**src/rtl/mem_io_pkg.sv**
```systemverilog
// Shared definitions for the data-memory / MMIO bus arbiter:
// FSM state encoding, IO region base and the IO register map.
package mem_io_pkg;

  typedef enum logic [1:0] {
    ST_IDLE  = 2'd0,
    ST_ISSUE = 2'd1,
    ST_WAIT  = 2'd2,
    ST_RESP  = 2'd3
  } state_t;

  // Default IO region base; an access is IO when (addr & base) == base.
  localparam logic [31:0] IO_BASE_DEF  = 32'hFFFF_FC00;

  // IO register map
  localparam logic [31:0] IO_LED       = 32'hFFFF_FC60;
  localparam logic [31:0] IO_LED_ONE   = 32'hFFFF_FC68;
  localparam logic [31:0] IO_SWITCH    = 32'hFFFF_FC70;
  localparam logic [31:0] IO_TEST_IDX  = 32'hFFFF_FC78;
  localparam logic [31:0] IO_INPUT_CTL = 32'hFFFF_FC7C;
  localparam logic [31:0] IO_TUBE      = 32'hFFFF_FC80;

  // True when the byte address falls in the IO region described by base.
  function automatic logic addr_is_io(input logic [31:0] addr, input logic [31:0] base);
    return (addr & base) == base;
  endfunction

endpackage

```
**src/rtl/mem_io_arb_pick.sv**
```systemverilog
// Combinational winner select between two requesters.
// grant = 0 selects M0, grant = 1 selects M1.
// MEM_IO_ARB_RR_EN: when defined, a simultaneous request is resolved by the
// round-robin pointer; otherwise M0 has fixed priority and no pointer exists.
module mem_io_arb_pick (
  input  logic req0,
  input  logic req1,
`ifdef MEM_IO_ARB_RR_EN
  input  logic ptr,
`endif
  output logic grant
);

  // Winner select; value is don't-care when nobody requests.
  always_comb begin
`ifdef MEM_IO_ARB_RR_EN
    grant = (req0 && req1) ? ptr : req1;
`else
    grant = req1 && !req0;
`endif
  end

endmodule

```
**src/rtl/mem_io_bus_arbiter.sv**
```systemverilog
// Two-requester arbiter for the shared data-RAM / MMIO bus.
// Each grant runs one single-beat access: IDLE -> ISSUE -> [WAIT] -> RESP.
// Handshake: a requester raises req with we/addr/wdata and holds them until
// its one-cycle ack; rdata is valid only while ack=1. Requests are sampled
// only in IDLE, so a req dropped mid-transaction still gets its ack.
// MEM_IO_ARB_RR_EN selects round-robin arbitration (default: M0 priority).
module mem_io_bus_arbiter
  import mem_io_pkg::*;
#(
  parameter int          MEM_AW  = 14,
  parameter logic [31:0] IO_BASE = IO_BASE_DEF
) (
  input  logic              clk,
  input  logic              rst_n,
  input  logic              m0_req,
  input  logic              m0_we,
  input  logic [31:0]       m0_addr,
  input  logic [31:0]       m0_wdata,
  output logic              m0_ack,
  output logic [31:0]       m0_rdata,
  input  logic              m1_req,
  input  logic              m1_we,
  input  logic [31:0]       m1_addr,
  input  logic [31:0]       m1_wdata,
  output logic              m1_ack,
  output logic [31:0]       m1_rdata,
  output logic              mem_en,
  output logic              mem_we,
  output logic [MEM_AW-1:0] mem_addr,
  output logic [31:0]       mem_wdata,
  input  logic [31:0]       mem_rdata,
  output logic              io_rd,
  output logic              io_wr,
  output logic [31:0]       io_addr,
  output logic [31:0]       io_wdata,
  input  logic [15:0]       io_rdata,
  output logic              busy,
  output state_t            fsm_state
);

  state_t      state_q;
  logic        win_q;   // 0 = M0, 1 = M1
  logic        we_q;
  logic        io_q;
  logic        grant;
  logic        sel_we;
  logic [31:0] sel_addr;
  logic [31:0] sel_wdata;
  logic        sel_io;
  logic [31:0] issue_data;

`ifdef MEM_IO_ARB_RR_EN
  logic ptr_q;
  mem_io_arb_pick u_pick (.req0(m0_req), .req1(m1_req), .ptr(ptr_q), .grant(grant));
`else
  mem_io_arb_pick u_pick (.req0(m0_req), .req1(m1_req), .grant(grant));
`endif

  // Mux the winning requester's access and decode IO vs memory.
  always_comb begin
    sel_we     = grant ? m1_we    : m0_we;
    sel_addr   = grant ? m1_addr  : m0_addr;
    sel_wdata  = grant ? m1_wdata : m0_wdata;
    sel_io     = addr_is_io(sel_addr, IO_BASE);
    // IO reads return data during the strobe; writes answer with zero.
    issue_data = (io_q && !we_q) ? {16'h0000, io_rdata} : 32'h0;
  end

  assign busy      = (state_q != ST_IDLE);
  assign fsm_state = state_q;

  // Transaction FSM with registered bus strobes and responses.
  always_ff @(posedge clk or negedge rst_n) begin
    if (!rst_n) begin
      state_q   <= ST_IDLE;
      win_q     <= 1'b0;
      we_q      <= 1'b0;
      io_q      <= 1'b0;
`ifdef MEM_IO_ARB_RR_EN
      ptr_q     <= 1'b0;
`endif
      m0_ack    <= 1'b0;
      m0_rdata  <= '0;
      m1_ack    <= 1'b0;
      m1_rdata  <= '0;
      mem_en    <= 1'b0;
      mem_we    <= 1'b0;
      mem_addr  <= '0;
      mem_wdata <= '0;
      io_rd     <= 1'b0;
      io_wr     <= 1'b0;
      io_addr   <= '0;
      io_wdata  <= '0;
    end else begin
      case (state_q)
        ST_IDLE: begin
          if (m0_req || m1_req) begin
            win_q <= grant;
            we_q  <= sel_we;
            io_q  <= sel_io;
`ifdef MEM_IO_ARB_RR_EN
            ptr_q <= ~grant;
`endif
            if (sel_io) begin
              io_rd    <= !sel_we;
              io_wr    <= sel_we;
              io_addr  <= sel_addr;
              io_wdata <= sel_we ? sel_wdata : 32'h0;
            end else begin
              mem_en    <= 1'b1;
              mem_we    <= sel_we;
              mem_addr  <= sel_addr[MEM_AW+1:2];
              mem_wdata <= sel_we ? sel_wdata : 32'h0;
            end
            state_q <= ST_ISSUE;
          end
        end
        ST_ISSUE: begin
          mem_en    <= 1'b0;
          mem_we    <= 1'b0;
          mem_addr  <= '0;
          mem_wdata <= '0;
          io_rd     <= 1'b0;
          io_wr     <= 1'b0;
          io_addr   <= '0;
          io_wdata  <= '0;
          if (!io_q && !we_q) begin
            state_q <= ST_WAIT;
          end else begin
            m0_ack   <= !win_q;
            m1_ack   <= win_q;
            m0_rdata <= win_q ? 32'h0 : issue_data;
            m1_rdata <= win_q ? issue_data : 32'h0;
            state_q  <= ST_RESP;
          end
        end
        ST_WAIT: begin
          m0_ack   <= !win_q;
          m1_ack   <= win_q;
          m0_rdata <= win_q ? 32'h0 : mem_rdata;
          m1_rdata <= win_q ? mem_rdata : 32'h0;
          state_q  <= ST_RESP;
        end
        default: begin
          m0_ack   <= 1'b0;
          m1_ack   <= 1'b0;
          m0_rdata <= '0;
          m1_rdata <= '0;
          state_q  <= ST_IDLE;
        end
      endcase
    end
  end

endmodule

```
**config.mk**
```make
export PLATFORM = sky130hd
export DESIGN_NAME = mem_io_bus_arbiter
export DESIGN_NICKNAME = d
export VERILOG_FILES = /design/src/rtl/mem_io_pkg.sv /design/src/rtl/mem_io_arb_pick.sv /design/src/rtl/mem_io_bus_arbiter.sv
export SDC_FILE = /design/constraint.sdc
export NUM_CORES = 1
export LEC_CHECK = 0
export ABC_AREA = 1
export CORE_MARGIN = 4
export CORE_UTILIZATION = 43
export DETAILED_ROUTE_END_ITERATION = 8
export GPL_TIMING_DRIVEN = 0
export HOLD_SLACK_MARGIN = 0.05
export MAX_ROUTING_LAYER = met4
export PLACE_DENSITY = 0.85
export RECOVER_POWER = 100
export SYNTH_ARGS = -nofsm -noshare
export SYNTH_HDL_FRONTEND = slang
export SYNTH_SLANG_ARGS = --single-unit
```
**constraint.sdc**
```tcl
create_clock -name clk -period 2.09 [get_ports clk]
set_input_delay 0.3135 -clock clk [delete_from_list [all_inputs] [get_ports clk]]
set_output_delay 0.3135 -clock clk [all_outputs]
set_load 0.05 [all_outputs]
```
After elaboration in Yosys (flattened, before gate mapping)
Index checks and enable logic that the tools add are counted.

Output and inout bits: 183. Bits in registers: 185. Input bits: 182.

Reduce and logical (&&, ||, !) cells: 16. Equality and inequality tests: 7. Bitwise operators: 1. Muxes and demuxes: 44.

Operator list (number): $mux 32 (13); $pmux 32 s2 (3); $pmux 32 s3 (2); $mux 16 (3); $mux 14 (2); $pmux 14 s2 (1); $eq 22x22->1 const B (1); $mux 1 (12); $ne 2x2->1 const B (4); $pmux 1 s2 (4); $pmux 1 s3 (2); $pmux 2 s3 (1); $reduce_and 3->1 (2); $logic_not 1->1 (5); $reduce_and 2->1 (2); $reduce_bool 2->1 (2); $logic_and 1x1->1 (3); $eq 2x1->1 const B (1); $eq 2x2->1 const B (1); $logic_not 2->1 (1); $mux 2 (1); $logic_or 1x1->1 (1); $not 1->1 (1).

Longest topological paths before layout
Depth in word-level cells: 7. Gate-level depth with buffers: 15.

Cells and area by module
Synthesis repeated with hierarchy kept, for this count alone.

Cell total of the unflattened synthesis: 1015. Area, all modules: 8334.2 sq um.

By module, submodules not included: mem_io_bus_arbiter (area each 8324.2 sq um, instances 1, cells each 1013); mem_io_arb_pick (area each 10.0 sq um, instances 1, cells each 2).

Worst setup path after synthesis
No wires, ideal clock.

Kind: register to register. Start point: register state_q[0] (netlist: fsm_state[0]). End point: register io_addr[11]. Stages on the path, launching flop included: 11. Clock period less this slack: 2.430 ns. Arrival: 2.300 ns. Library setup time: 0.130 ns. Path slack: -0.340 ns. Path through: dfrtp_1 inv_1 ha_1 clkbuf_1 inv_1 nor2_1 nand3_2 inv_2 nand2_1 clkbuf_1 nand2_1.

Longest elaborated chain between the ends: 3. Elaborated cells between the ends (all ways): 7. Classes of those cells: 3 x eq/ne; 1 x mux; 3 x reduce/logical.

Ends and longest elaborated chain: start, declared (line mem_io_bus_arbiter.sv:41) `state_t state_q;`; start signal, assigned (line mem_io_bus_arbiter.sv:75) `state_q <= ST_IDLE;`; start signal, assigned (line mem_io_bus_arbiter.sv:115) `state_q <= ST_ISSUE;`; start signal, assigned (line mem_io_bus_arbiter.sv:128) `state_q <= ST_WAIT;`; $logic_not 2->1 or $eq 2x1->1 (tied branches) (line mem_io_bus_arbiter.sv:95) `case (state_q)`; $ne 2x2->1 (no line) or $reduce_bool 2->1 (tied branches); $reduce_and 3->1 (no line); end signal, assigned (line mem_io_bus_arbiter.sv:107) `io_addr <= sel_addr;`; end, declared (line mem_io_bus_arbiter.sv:34) `output logic [31:0] io_addr,`.

Several ways; a longest one is shown, not always the timed one. A chain may end at the register's enable or synchronous reset.

Worst setup path in the final report
Start point: register state_q[0] (netlist: fsm_state[0]). End point: output port fsm_state[0].

RTL lines: end, declared (line mem_io_bus_arbiter.sv:38) `output state_t fsm_state`.

No word-level cell between the ends.

==> metrics <==
status=finished, final reports clean; GR Util All Layers=0.2917; total wire length=31,280 um; Worst Tran Pin Value=between 1 and 1.5 ns; Crit-path slowest cell=clkdlybuf4s50_1; Hold WC Path Type=primary input to flip-flop; die area=~0.022 mm2; Mapped Area=between 0.008 and 0.009 mm2; DRC=0; vias per cell=approximately 5.2; Buffers & Inverters on Critical Path=1; chip width=approximately 150 um; Site Rows=50; I/O Pins=approximately 370; fin nets=approximately 1,600; Crit path largest cell delay=approximately 0.9 ns; post-synthesis sequential area ratio=0.5541; maximum vdd drop=about 0.8 mV; combinational power share=0.584; CP Depth=1; top_reg_cell synth=dfrtp_1; fin crit period=between 2 and 2.5 ns; M2 GR Usage=0.4876; PnR Total Power=about 0.021 W; post-layout util=0.6903; global route hottest layer=met2; area share of the largest cell type after synthesis=0.5541; Mapped Cells=a little over 1,000; CTS max path bufs=2; worst setup margin=0.05772 ns; DRT iter0 DRCs=530; gr ovfl total=0; clock share of power=0.146; Die H=around 150 um; Port Buffers=approximately 360; Final HPWL DP=24,030 um; Final setup viols=0; clock root cell=clkbuf_16; max_cap viols=0; RSZ-0062 raised after global routing=true; top cells by area, synth=dfrtp_1 55%, nand2_1 16%, nand3_1 7.6%, o22ai_1 4.8%, inv_1 4.1%; Switching Fraction=0.5128; Final Cycle Share=0.9724; DR pass1 iterations=5; most numerous cell in the Yosys netlist=nand2_1; worst-case reg-to-reg path depth=8; hold slack=between 0.4 and 0.5 ns; H-tree depth=4; NetSw=about 0.011 W; EDFF count, synth=0; CTS tree=done; CP required=1.78 ns; n_diodes=0; CORE AREA=roughly 0.019 mm2; crit path capture type=output port; Hold Vio Cnt, Final=0; Worst-Skew Late Latency=~0.43 ns; top cell family by delay on the critical path=buffers and inverters; Place WS=-0.8893 ns; wire per inst=~19 um; fraction of layout cells with a size suffix above 1=0.07546; first-pass GRT wire length=around 48,000 um; Synth cell types=23; Post-Syn Nets=1,205; syn avg cell area=~8 um2; Slew headroom=0.2550; Power Density=approximately 1600 mW/mm2; initial core utilization=0.4423; total number of yosys warnings=0; static leakage=between 6 and 7 nW; worst-path maximum fanout=4; initial antenna violation count=0; Post-synth top cells=349 x nand2_1, 185 x dfrtp_1, 127 x nand3_1, 91 x inv_1, 64 x o22ai_1; Placed Area=approximately 0.012 mm2; Arrival @ worst endpoint=1.72 ns; Layout Skew=roughly 0.014 ns; CTS clk-pin slew, worst paths=0.06 ns; Vias=a little under 9,000; largest area contributor in the netlist=dfrtp_1; Num CTS Buffers=17; synthesis-stage register bit count=around 190; Max Fclk=a little under 500 MHz; final non-filler cell area=0.01304 mm2; GRT met3 Usage=0.06591; Async SR Flop Fraction=1.000; vias in the first global route=approximately 9,000; area delta synth->final=56.09%; Slew Viols, Final=0; CTS sink cnt=185; Startpoint Class=flip-flop; final estimated routing congestion in global placement=between 0.9 and 1; hold path depth=5; largest net degree at the start of global routing=between 100 and 150; WS Path Type=flip-flop to output port; antenna-violating nets left=0; crit-path cells=clkdlybuf4s50_1; internal power=0.01013 W; Reg power frac=0.269; GR Layer Usage met1=0.3415
-- power groups by stage --
stage,sequential [W],clock [W],combinational [W]
floorplan,0.00980,0,0.00325
global placement,0.00558,0,0.0118
detailed placement,0.00563,0,0.0120
CTS,0.00559,0.00309,0.0121
global route,0.00574,0.00325,0.0128
finish,0.00560,0.00304,0.0122
-- area by class of cell --
cell class / count / area (um2)
Sequential cell: 185 / 4632
Timing Repair Buffer: 367 / 3664
Buffer: 75 / 389.1
Fill cell: 1513 / 5851
Clock inverter: 13 / 112.6
Clock buffer: 19 / 442.9
Multi-Input combinational cell: 665 / 3120
Inverter: 94 / 356.6
Tap cell: 260 / 325.3
-- final timing paths --
path / from / end / slack, ns
worst max register to register: fsm_state[0] / mem_wdata[12] / 0.09
worst max-delay path: fsm_state[0] / fsm_state[0] / 0.06
min in group asynchronous: rst_n / mem_wdata[5] / 0.64
worst min-delay path: m1_req / mem_addr[10] / 0.41
max in group asynchronous: rst_n / fsm_state[0] / 0.30
worst min register to register: mem_wdata[2] / mem_wdata[2] / 0.47
-- layer usage --
metal	vias to the layer above	share of wire
met2	396	0.50
met5	-	0
met1	4125	0.39
met4	0	0.042
li1	4104	-
met3	87	0.066
-- sequential cells by signal (all words and copies together), names as in the netlist --
| register | flops |
|---|---|
| io_addr | 32 |
| io_wdata | 32 |
| m0_rdata | 32 |
| m1_rdata | 32 |
| mem_wdata | 32 |
| mem_addr | 14 |
| fsm_state | 2 |
| io_q | 1 |
| io_rd | 1 |
| io_wr | 1 |
| m0_ack | 1 |
| m1_ack | 1 |
| mem_en | 1 |
| mem_we | 1 |
| we_q | 1 |
| win_q | 1 |
-- worst min-delay path: stages --
cell and delay [ns]:
clkbuf_2 0.13, nand3_1 0.12, a21oi_1 0.08, nand3_1 0.08, nand2_1 0.05
-- kinds of logic after synthesis --
logic type,share of synthesized area
flops,0.5541
buf+inv,0.08146
simple gates,0.2544
compound gates,0.1041
fa+ha+maj,0.005990
-- cell usage in the layout, fill, tap and decap left out, types with 4 or more instances in the layout --
cell and count:
buf_4 10, clkinvlp_4 5, clkbuf_4 6, clkbuf_1 27, nand2_1 347, clkbuf_2 16, nand3_1 124, o21ai_1 8
clkdlybuf4s50_1 360, ha_1 4, nor2_1 31, clkbuf_16 17, nor2_4 4, a32oi_1 16, dfrtp_1 183, o21ai_0 16
buf_2 17, o22ai_1 64, inv_1 88, a21oi_1 36, inv_2 5
-- repair_timing --
action                     in CTS  in global routing
gates resized for setup        30                 27
pin swaps                       0                  1
buffers inserted                0                  1
hold endpoints to repair       79                  0
setup endpoints to repair     176                157
hold buffers                    1                  0
-- per-stage QoR --
step,setup TNS (ns),instances
after detailed placement,-96.21,1644
after floorplan,0,1019
after global placement,-1336.86,1643
after global routing,-0.01380,1678
final,0,1678
after CTS,0,1677
(Power assumes the default switching activity.)
